$ cat config.mk
export PLATFORM = sky130hd
export DESIGN_NAME = cflog_writer
export DESIGN_NICKNAME = d
export VERILOG_FILES = /design/src/rtl/cflog_writer.sv
export SDC_FILE = /design/constraint.sdc
export NUM_CORES = 1
export LEC_CHECK = 0
export CAP_MARGIN = 0
export CORE_MARGIN = 10
export CORE_UTILIZATION = 35
export CTS_CLUSTER_DIAMETER = 60
export CTS_CLUSTER_SIZE = 28
export DETAILED_ROUTE_END_ITERATION = 7
export PLACE_DENSITY = 0.55
export SLEW_MARGIN = 20
export SYNTH_ARGS = -nofsm -noshare
export SYNTH_HDL_FRONTEND = slang
export SYNTH_SLANG_ARGS = --single-unit
$ cat constraint.sdc
create_clock -name clk -period 6 [get_ports clk]
set_input_delay 1.8 -clock clk [delete_from_list [all_inputs] [get_ports clk]]
set_output_delay 1.8 -clock clk [all_outputs]
set_load 0.01 [all_outputs]
$ cat src/rtl/cflog_writer.sv
// Control-flow log writer: buffers (src,dst) branch pairs in a small FIFO and streams them
// as two 16-bit words into the CFLog region, stalling at log_full until the TCB flushes.
module cflog_writer #(
  parameter logic [15:0] LOG_BASE   = 16'hE000,
  parameter int unsigned LOG_SIZE   = 16'h0100,
  parameter int unsigned FIFO_DEPTH = 4
) (
  input  logic        clk,
  input  logic        reset,
  input  logic        branch_detect,
  input  logic [15:0] br_src,
  input  logic [15:0] br_dst,
  input  logic        tcb_active,
  input  logic        flush_done,
  output logic        mem_wr_en,
  output logic [15:0] mem_addr,
  output logic [15:0] mem_wdata,
  input  logic        mem_ack,
  output logic [15:0] log_ptr,
  output logic        log_full,
  output logic        overflow,
  output logic [2:0]  fifo_level
);

  localparam int unsigned PtrW     = $clog2(FIFO_DEPTH);
  localparam int unsigned LvlW     = PtrW + 1;
  localparam logic [15:0] LogSizeW = 16'(LOG_SIZE);
  localparam logic [LvlW-1:0] DepthL = LvlW'(FIFO_DEPTH);

  typedef enum logic [1:0] {StIdle, StWrSrc, StWrDst, StFull} state_e;

  state_e state_q, state_d;

  logic [15:0]     src_mem_q [FIFO_DEPTH];
  logic [15:0]     dst_mem_q [FIFO_DEPTH];
  logic [PtrW-1:0] wr_ptr_q, wr_ptr_d, rd_ptr_q, rd_ptr_d;
  logic [LvlW-1:0] level_q, level_d;
  logic            fifo_full, fifo_empty, push, drop, pop;

  logic        mem_wr_en_q, mem_wr_en_d;
  logic [15:0] mem_addr_q, mem_addr_d, mem_wdata_q, mem_wdata_d;
  logic [15:0] log_ptr_q, log_ptr_d, ptr_inc;
  logic        log_full_q, log_full_d, overflow_q, overflow_d;
  logic        flush_pend_q, flush_pend_d, ovf_clr, flush_now;

  assign fifo_full  = (level_q == DepthL);
  assign fifo_empty = (level_q == '0);
  assign push       = branch_detect & ~tcb_active & ~fifo_full;
  assign drop       = branch_detect & ~tcb_active & fifo_full;
  assign ptr_inc    = log_ptr_q + 16'd1;
  assign flush_now  = flush_pend_q | flush_done;

  always_comb begin
    wr_ptr_d = push ? wr_ptr_q + PtrW'(1) : wr_ptr_q;
    rd_ptr_d = pop ? rd_ptr_q + PtrW'(1) : rd_ptr_q;
    level_d  = level_q + LvlW'(push) - LvlW'(pop);
  end

  always_ff @(posedge clk) begin
    if (push) begin
      src_mem_q[wr_ptr_q] <= br_src;
      dst_mem_q[wr_ptr_q] <= br_dst;
    end
  end

  // State register
  always_ff @(posedge clk) begin
    if (reset) state_q <= StIdle;
    else       state_q <= state_d;
  end

  // Next-state logic
  always_comb begin
    state_d = state_q;
    unique case (state_q)
      StIdle:  if (!flush_now && !fifo_empty && !log_full_q) state_d = StWrSrc;
      StWrSrc: if (mem_ack) state_d = StWrDst;
      StWrDst: if (mem_ack) state_d = (ptr_inc == LogSizeW) ? StFull : StIdle;
      StFull:  if (flush_now) state_d = StIdle;
      default: state_d = StIdle;
    endcase
  end

  // Output and datapath next values; write requests hold until acked
  always_comb begin
    mem_wr_en_d  = 1'b0;
    mem_addr_d   = '0;
    mem_wdata_d  = '0;
    log_ptr_d    = log_ptr_q;
    log_full_d   = log_full_q;
    flush_pend_d = flush_pend_q;
    ovf_clr      = 1'b0;
    pop          = 1'b0;
    unique case (state_q)
      StIdle: begin
        if (flush_now) begin
          log_ptr_d    = '0;
          log_full_d   = 1'b0;
          flush_pend_d = 1'b0;
          ovf_clr      = 1'b1;
        end else if (!fifo_empty && !log_full_q) begin
          mem_wr_en_d = 1'b1;
          mem_addr_d  = LOG_BASE + {log_ptr_q[14:0], 1'b0};
          mem_wdata_d = src_mem_q[rd_ptr_q];
        end
      end
      StWrSrc: begin
        if (flush_done) flush_pend_d = 1'b1;
        mem_wr_en_d = 1'b1;
        if (mem_ack) begin
          log_ptr_d   = ptr_inc;
          mem_addr_d  = LOG_BASE + {ptr_inc[14:0], 1'b0};
          mem_wdata_d = dst_mem_q[rd_ptr_q];
        end else begin
          mem_addr_d  = mem_addr_q;
          mem_wdata_d = mem_wdata_q;
        end
      end
      StWrDst: begin
        if (flush_done) flush_pend_d = 1'b1;
        if (mem_ack) begin
          pop       = 1'b1;
          log_ptr_d = ptr_inc;
          if (ptr_inc == LogSizeW) log_full_d = 1'b1;
        end else begin
          mem_wr_en_d = 1'b1;
          mem_addr_d  = mem_addr_q;
          mem_wdata_d = mem_wdata_q;
        end
      end
      StFull: begin
        if (flush_now) begin
          log_ptr_d    = '0;
          log_full_d   = 1'b0;
          flush_pend_d = 1'b0;
          ovf_clr      = 1'b1;
        end
      end
      default: ;
    endcase
    // A drop in the same cycle as a clear keeps overflow set
    overflow_d = drop | (overflow_q & ~ovf_clr);
  end

  always_ff @(posedge clk) begin
    if (reset) begin
      wr_ptr_q     <= '0;
      rd_ptr_q     <= '0;
      level_q      <= '0;
      mem_wr_en_q  <= 1'b0;
      mem_addr_q   <= '0;
      mem_wdata_q  <= '0;
      log_ptr_q    <= '0;
      log_full_q   <= 1'b0;
      overflow_q   <= 1'b0;
      flush_pend_q <= 1'b0;
    end else begin
      wr_ptr_q     <= wr_ptr_d;
      rd_ptr_q     <= rd_ptr_d;
      level_q      <= level_d;
      mem_wr_en_q  <= mem_wr_en_d;
      mem_addr_q   <= mem_addr_d;
      mem_wdata_q  <= mem_wdata_d;
      log_ptr_q    <= log_ptr_d;
      log_full_q   <= log_full_d;
      overflow_q   <= overflow_d;
      flush_pend_q <= flush_pend_d;
    end
  end

  assign mem_wr_en  = mem_wr_en_q;
  assign mem_addr   = mem_addr_q;
  assign mem_wdata  = mem_wdata_q;
  assign log_ptr    = log_ptr_q;
  assign log_full   = log_full_q;
  assign overflow   = overflow_q;
  assign fifo_level = 3'(level_q);

endmodule

[Yosys cells after proc, flatten, opt, wreduce, memory -nomap -nowiden]
Memories as Yosys holds them, arrays and structs flattened. A register that Yosys moved wholly into a read port is not among the register bits.
Index checks and enable logic that the tools add are counted.
Cells by class
  $add $sub $neg: 7
  equal/unequal tests: 13
  multiplexer cells: 38
  bitwise gates (word level): 9
  reduce and logical (&&, ||, !) cells: 16
Operators with widths (number)
  $mux W16: 9
  $pmux W16 S3: 2
  $add A16 B16 Y16 const A: 2
  $pmux W16 S2: 1
  $mux W2: 9
  $add A16 B1 Y16 const B: 1
  $eq A16 B9 Y1 const B: 1
  $mux W1: 13
  $ne A2 B2 Y1 const B: 5
  $pmux W2 S4: 1
  $reduce_and A4 Y1: 2
  $ne A2 B1 Y1 const B: 3
  $reduce_and A2 Y1: 3
  $add A2 B1 Y2 const B: 2
  $and A1 B1 Y1: 4
  $eq A2 B2 Y1 const B: 2
  $pmux W1 S2: 2
  $reduce_or A2 Y1: 2
  $add A3 B1 Y3: 1
  $eq A3 B3 Y1 const B: 1
  $logic_and A1 B1 Y1: 3
  $logic_not A1 Y1: 3
  $logic_not A3 Y1: 1
  $not A1 Y1: 3
  other kinds (6): 7
Word-level totals
  register bits: 61
  bits in writable memories: 128
  input port bits: 38
  output and inout port bits: 54
  word-level logic and storage cells: 96
  memories: 2
Memory list
  dst_mem_q: depth 4, width 16, read ports 1, clocked after memory_dff 1, wr ports 1, RTL line 35  | logic [15:0] dst_mem_q [FIFO_DEPTH];
  src_mem_q: depth 4, width 16, read ports 1, clocked after memory_dff 1, wr ports 1, RTL line 34  | logic [15:0] src_mem_q [FIFO_DEPTH];

[Logic depth before layout (Yosys ltp)]
  word-level depth: 6
  depth in mapped cells: 11
  mapped depth without buffers: 9

[Worst setup path after synthesis]
No wires, ideal clock.
  path type: in2reg
  start point: input branch_detect
  end point: memory dst_mem_q[0][0], enable pin
  library setup time: 0.392 ns
  arrival: 3.181 ns
  data required time: 5.608 ns
  setup slack: 2.427 ns
  stages: 3
  path through: nor2b_1 a21boi_1 and2_1
Between the ends
  word-level cells in the longest chain between the ends: 4
Ends and longest elaborated chain
  start: declaration: RTL line 10  | input logic branch_detect,
  $and A1 B1 Y1 (2 in series): RTL line 48  | assign push = branch_detect & ~tcb_active & ~fifo_full;
  $mux W1: RTL line 60  | if (push) begin
  $mux W1 (not written as such): RTL line 62  | dst_mem_q[wr_ptr_q] <= br_dst;
  end: declaration: RTL line 35
Every way passes these cells.

[Worst setup path in the final report]
  start point: input branch_detect
  end point: register level_q[2] (netlist: fifo_level[2])
Between the ends
  word-level cells in the longest chain between the ends: 4
Ends and longest elaborated chain
  $and A1 B1 Y1 (2 in series): RTL line 48
  $add A3 B1 Y3: RTL line 56  | level_d = level_q + LvlW'(push) - LvlW'(pop);
  $sub A3 B1 Y3: RTL line 56
  end signal: assignment: RTL line 160  | level_q <= level_d;
  end: declaration: RTL line 37  | logic [LvlW-1:0] level_q, level_d;
Every way passes these cells.
A chain may end at the register's enable or synchronous reset.

==> summary.txt <==
Floorplan
  • Chip height: 170 um
  • Row count: 54
  • Initial Util: around 36%
  • IO Count: slightly above 90
  • Die ar.: ~0.029 mm^2
  • Core Box Area: 0.0220 mm^2
  • Chip Width: 170 um

Placed design
  • I/O Buffers: 90
  • DP Area: 0.00901 mm^2
  • Routability cong.: 0.841
  • Hpwl dp: 11,300 um

Pwr
  • Sw Ratio: 32.2%
  • Max VDD drop: 192 uV
  • Pwr Density: 367 mW/mm^2
  • Combinational power share: approximately a quarter
  • Psw: 1130 uW
  • Clock Power Share: 32.2%
  • Sequential share of power: 44.0%
  • Internal power: approximately 2400 uW
  • Lkg Pwr: roughly 0.0031 uW

CTS
  • Post_cts resized: 0
  • CTS Root Cell: clkbuf_16
  • CTS Hold Buffers Added: 0
  • Clock sinks: 190
  • Later-pin clock latency in the skew report: 0.43 ns
  • Bufs on Longest Clock Path: 2
  • Clock Pin Slew Worst Setup and Hold Paths: 0.07 ns
  • Buffer count from post-CTS setup fixing: 0
  • CTS buffer count: 17
  • CTS tree: done
  • H-tree lvl count: 4

Logic synthesis
  • Synth Area per Inst: between 10 and 15 um^2
  • Ys flop type: edfxtp_1
  • Fraction of registers with async set or reset after synthesis: 0%
  • Cells after Synth: about 560
  • Number of flops mapped to enable cells by yosys: about 130
  • Synth warn: 0
  • Syn Std Cell Area: 0.00790 mm^2
  • Synth Register Bits: 190
  • Seq/Total Area, Yosys: 64.4%
  • Synthesized Nets: 618
  • Synth cell types: 53

Finish
  • Layout area overhead: 21.8%
  • Share of layout cells above drive strength 1: 13.1%
  • Ant. Diodes: 0
  • Commonest non-fill, non-tap cell in the layout: edfxtp_1
  • Nets: 691
  • Commonest non-fill, non-tap cells in the layout: edfxtp_1, clkdlybuf4s50_1, nor2_1
  • Final instance area: 0.00962 mm^2

Global route
  • Vias in the first global route: ~5,200
  • Largest net degree at the start of global routing: 65
  • Tot GR Track Use: 13.0%
  • Initial antenna violation count: 0
  • GRT Residual Overflow: 0
  • First-pass GRT wire length: 29,200 um

Run status
  • Outcome: finished clean

STA
  • Final TNS setup: 0 ns
  • Min cycle time layout: approximately 3.8 ns
  • Worst relative slew slack: 31.5%
  • Setup-failing EPs final: 0
  • RSZ-0062 raised after global routing: false
  • Fin crit share: 62.6%
  • Final hold vios: 0
  • Fin. max-slew vios: 0
  • Max Fclk: 266 MHz
  • Worst-margin pin slew: roughly 1.0 ns
  • Skew final: 0.0107 ns

Detailed routing
  • Routed Antenna Nets: 0
  • Via density: 5.26
  • WL final: approximately 18,000 um
  • Drt first pass iters: 4
  • Routed wire length per instance: 19.5 um
  • Routed vias: 4,892
  • Residual DRC: 0
  • Starting DRT DRC Count: 317

Setup path
  • Critical path required time: approximately 6.3 ns
  • Max FO, Critical Path: 7
  • Setup CP Type: primary input to flip-flop
  • CP arrival: 4.05 ns
  • CP startpoint kind: primary input
  • R2R depth: 7
  • Critical Path Sink Type: flip-flop

Flow run
  • Max Cap Violations: 0

Hold path
  • Cell depth of the worst hold path: 2
  • Min-delay worst type: flip-flop to flip-flop
logic make-up after synthesis:
group	count (synthesis)	synth area share (%)
compound gates	102	9.27
buf+inv	53	3.20
mux	36	9.65
other cells	1	0.0475
simple gates	150	9.06
flops	190	64.4
fa+ha+maj	16	2.63
xor+xnor	16	1.77
per-stage QoR:
| step | hold slack (ns) | setup WS [ns] | std cells | power (uW) | util (%) |
|---|---|---|---|---|---|
| after global placement | 0.447 | 1.83 | 898 | 2410 | 40.9 |
| after detailed placement | 0.449 | 1.78 | 898 | 2430 | 40.9 |
| after global routing | 0.509 | 2.03 | 930 | 3710 | 43.7 |
| final | 0.458 | 2.24 | 930 | 3530 | 43.7 |
| after CTS | 0.459 | 2.24 | 930 | 3570 | 43.7 |
| after floorplan | 0.481 | 2.43 | 564 | 2090 | - |
final timing paths:
check                                  from                        end  slack (ns)
hold reg to reg   mem_addr[12]$_SDFFE_PP0P_  mem_addr[12]$_SDFFE_PP0P_        0.46
setup / recovery              branch_detect   fifo_level[2]$_SDFF_PP0_        2.24
hold / removal    mem_addr[12]$_SDFFE_PP0P_  mem_addr[12]$_SDFFE_PP0P_        0.46
setup reg to reg    state_q[1]$_SDFFE_PP0P_  mem_addr[12]$_SDFFE_PP0P_        2.65
power groups by stage:
stage	clock network (uW)	registers [uW]	logic, uW
after CTS	1160	1550	851
final	1140	1550	840
after global placement	0	1580	831
after floorplan	0	1590	505
after global routing	1230	1560	922
after detailed placement	0	1580	846
synth_stat cells, types with 2 or more instances:
library cell,instances,area [um^2]
a21o_1,2,15.0
a21oi_1,20,100
a22o_1,22,193
a22oi_1,31,233
a31oi_1,2,12.5
and2_1,6,37.5
buf_2,4,20.0
buf_6,6,67.6
clkbuf_1,30,113
dfxtp_1,62,1240
edfxtp_1,128,3840
ha_1,15,188
inv_1,11,41.3
mux2i_1,3,30.0
mux4_2,32,721
nand2_1,22,82.6
nand3_1,11,55.1
nand3b_1,2,15.0
nand4_1,6,37.5
nor2_1,67,251
nor2b_1,7,43.8
nor3_1,14,70.1
nor4_1,2,12.5
o21ai_0,14,70.1
o31ai_1,3,22.5
xnor2_1,9,78.8
xor2_1,7,61.3
layout make-up:
type	instances	area (um^2)
fillers	1982	12400
flip-flops and latches	190	5090
multi-input cells	321	2590
repair buffers	95	933
clock buffers	17	425
well taps	280	350
clock inverters	15	186
inverters	12	45.0
worst max-delay path, stage by stage:
cell and delay (ns):
clkdlybuf4s50_1 0.45, nor2b_1 0.16, a21boi_1 0.46, inv_1 0.10, ha_1 0.29, inv_1 0.03, ha_1 0.18, fa_1 0.38
xnor2_1 0.16, nor2_1 0.05
registers in the layout, indices dropped and copies added (netlist names), named ones only:
name          count
dst_mem_q        64
src_mem_q        64
log_ptr          16
mem_wdata        16
mem_addr         15
fifo_level        3
rd_ptr_q          2
state_q           2
wr_ptr_q          2
flush_pend_q      1
log_full          1
mem_wr_en         1
overflow          1
metal layers:
metal / track usage (%) / vias up / wire, um
li1: - / 2296 / -
met1: 15.3 / 2468 / 7710
met2: 22.7 / 117 / 9300
met3: 3.70 / 11 / 959
met4: 3.66 / 0 / 177
met5: 0 / - / 0
No activity file was read; power rests on OpenSTA's default activity.
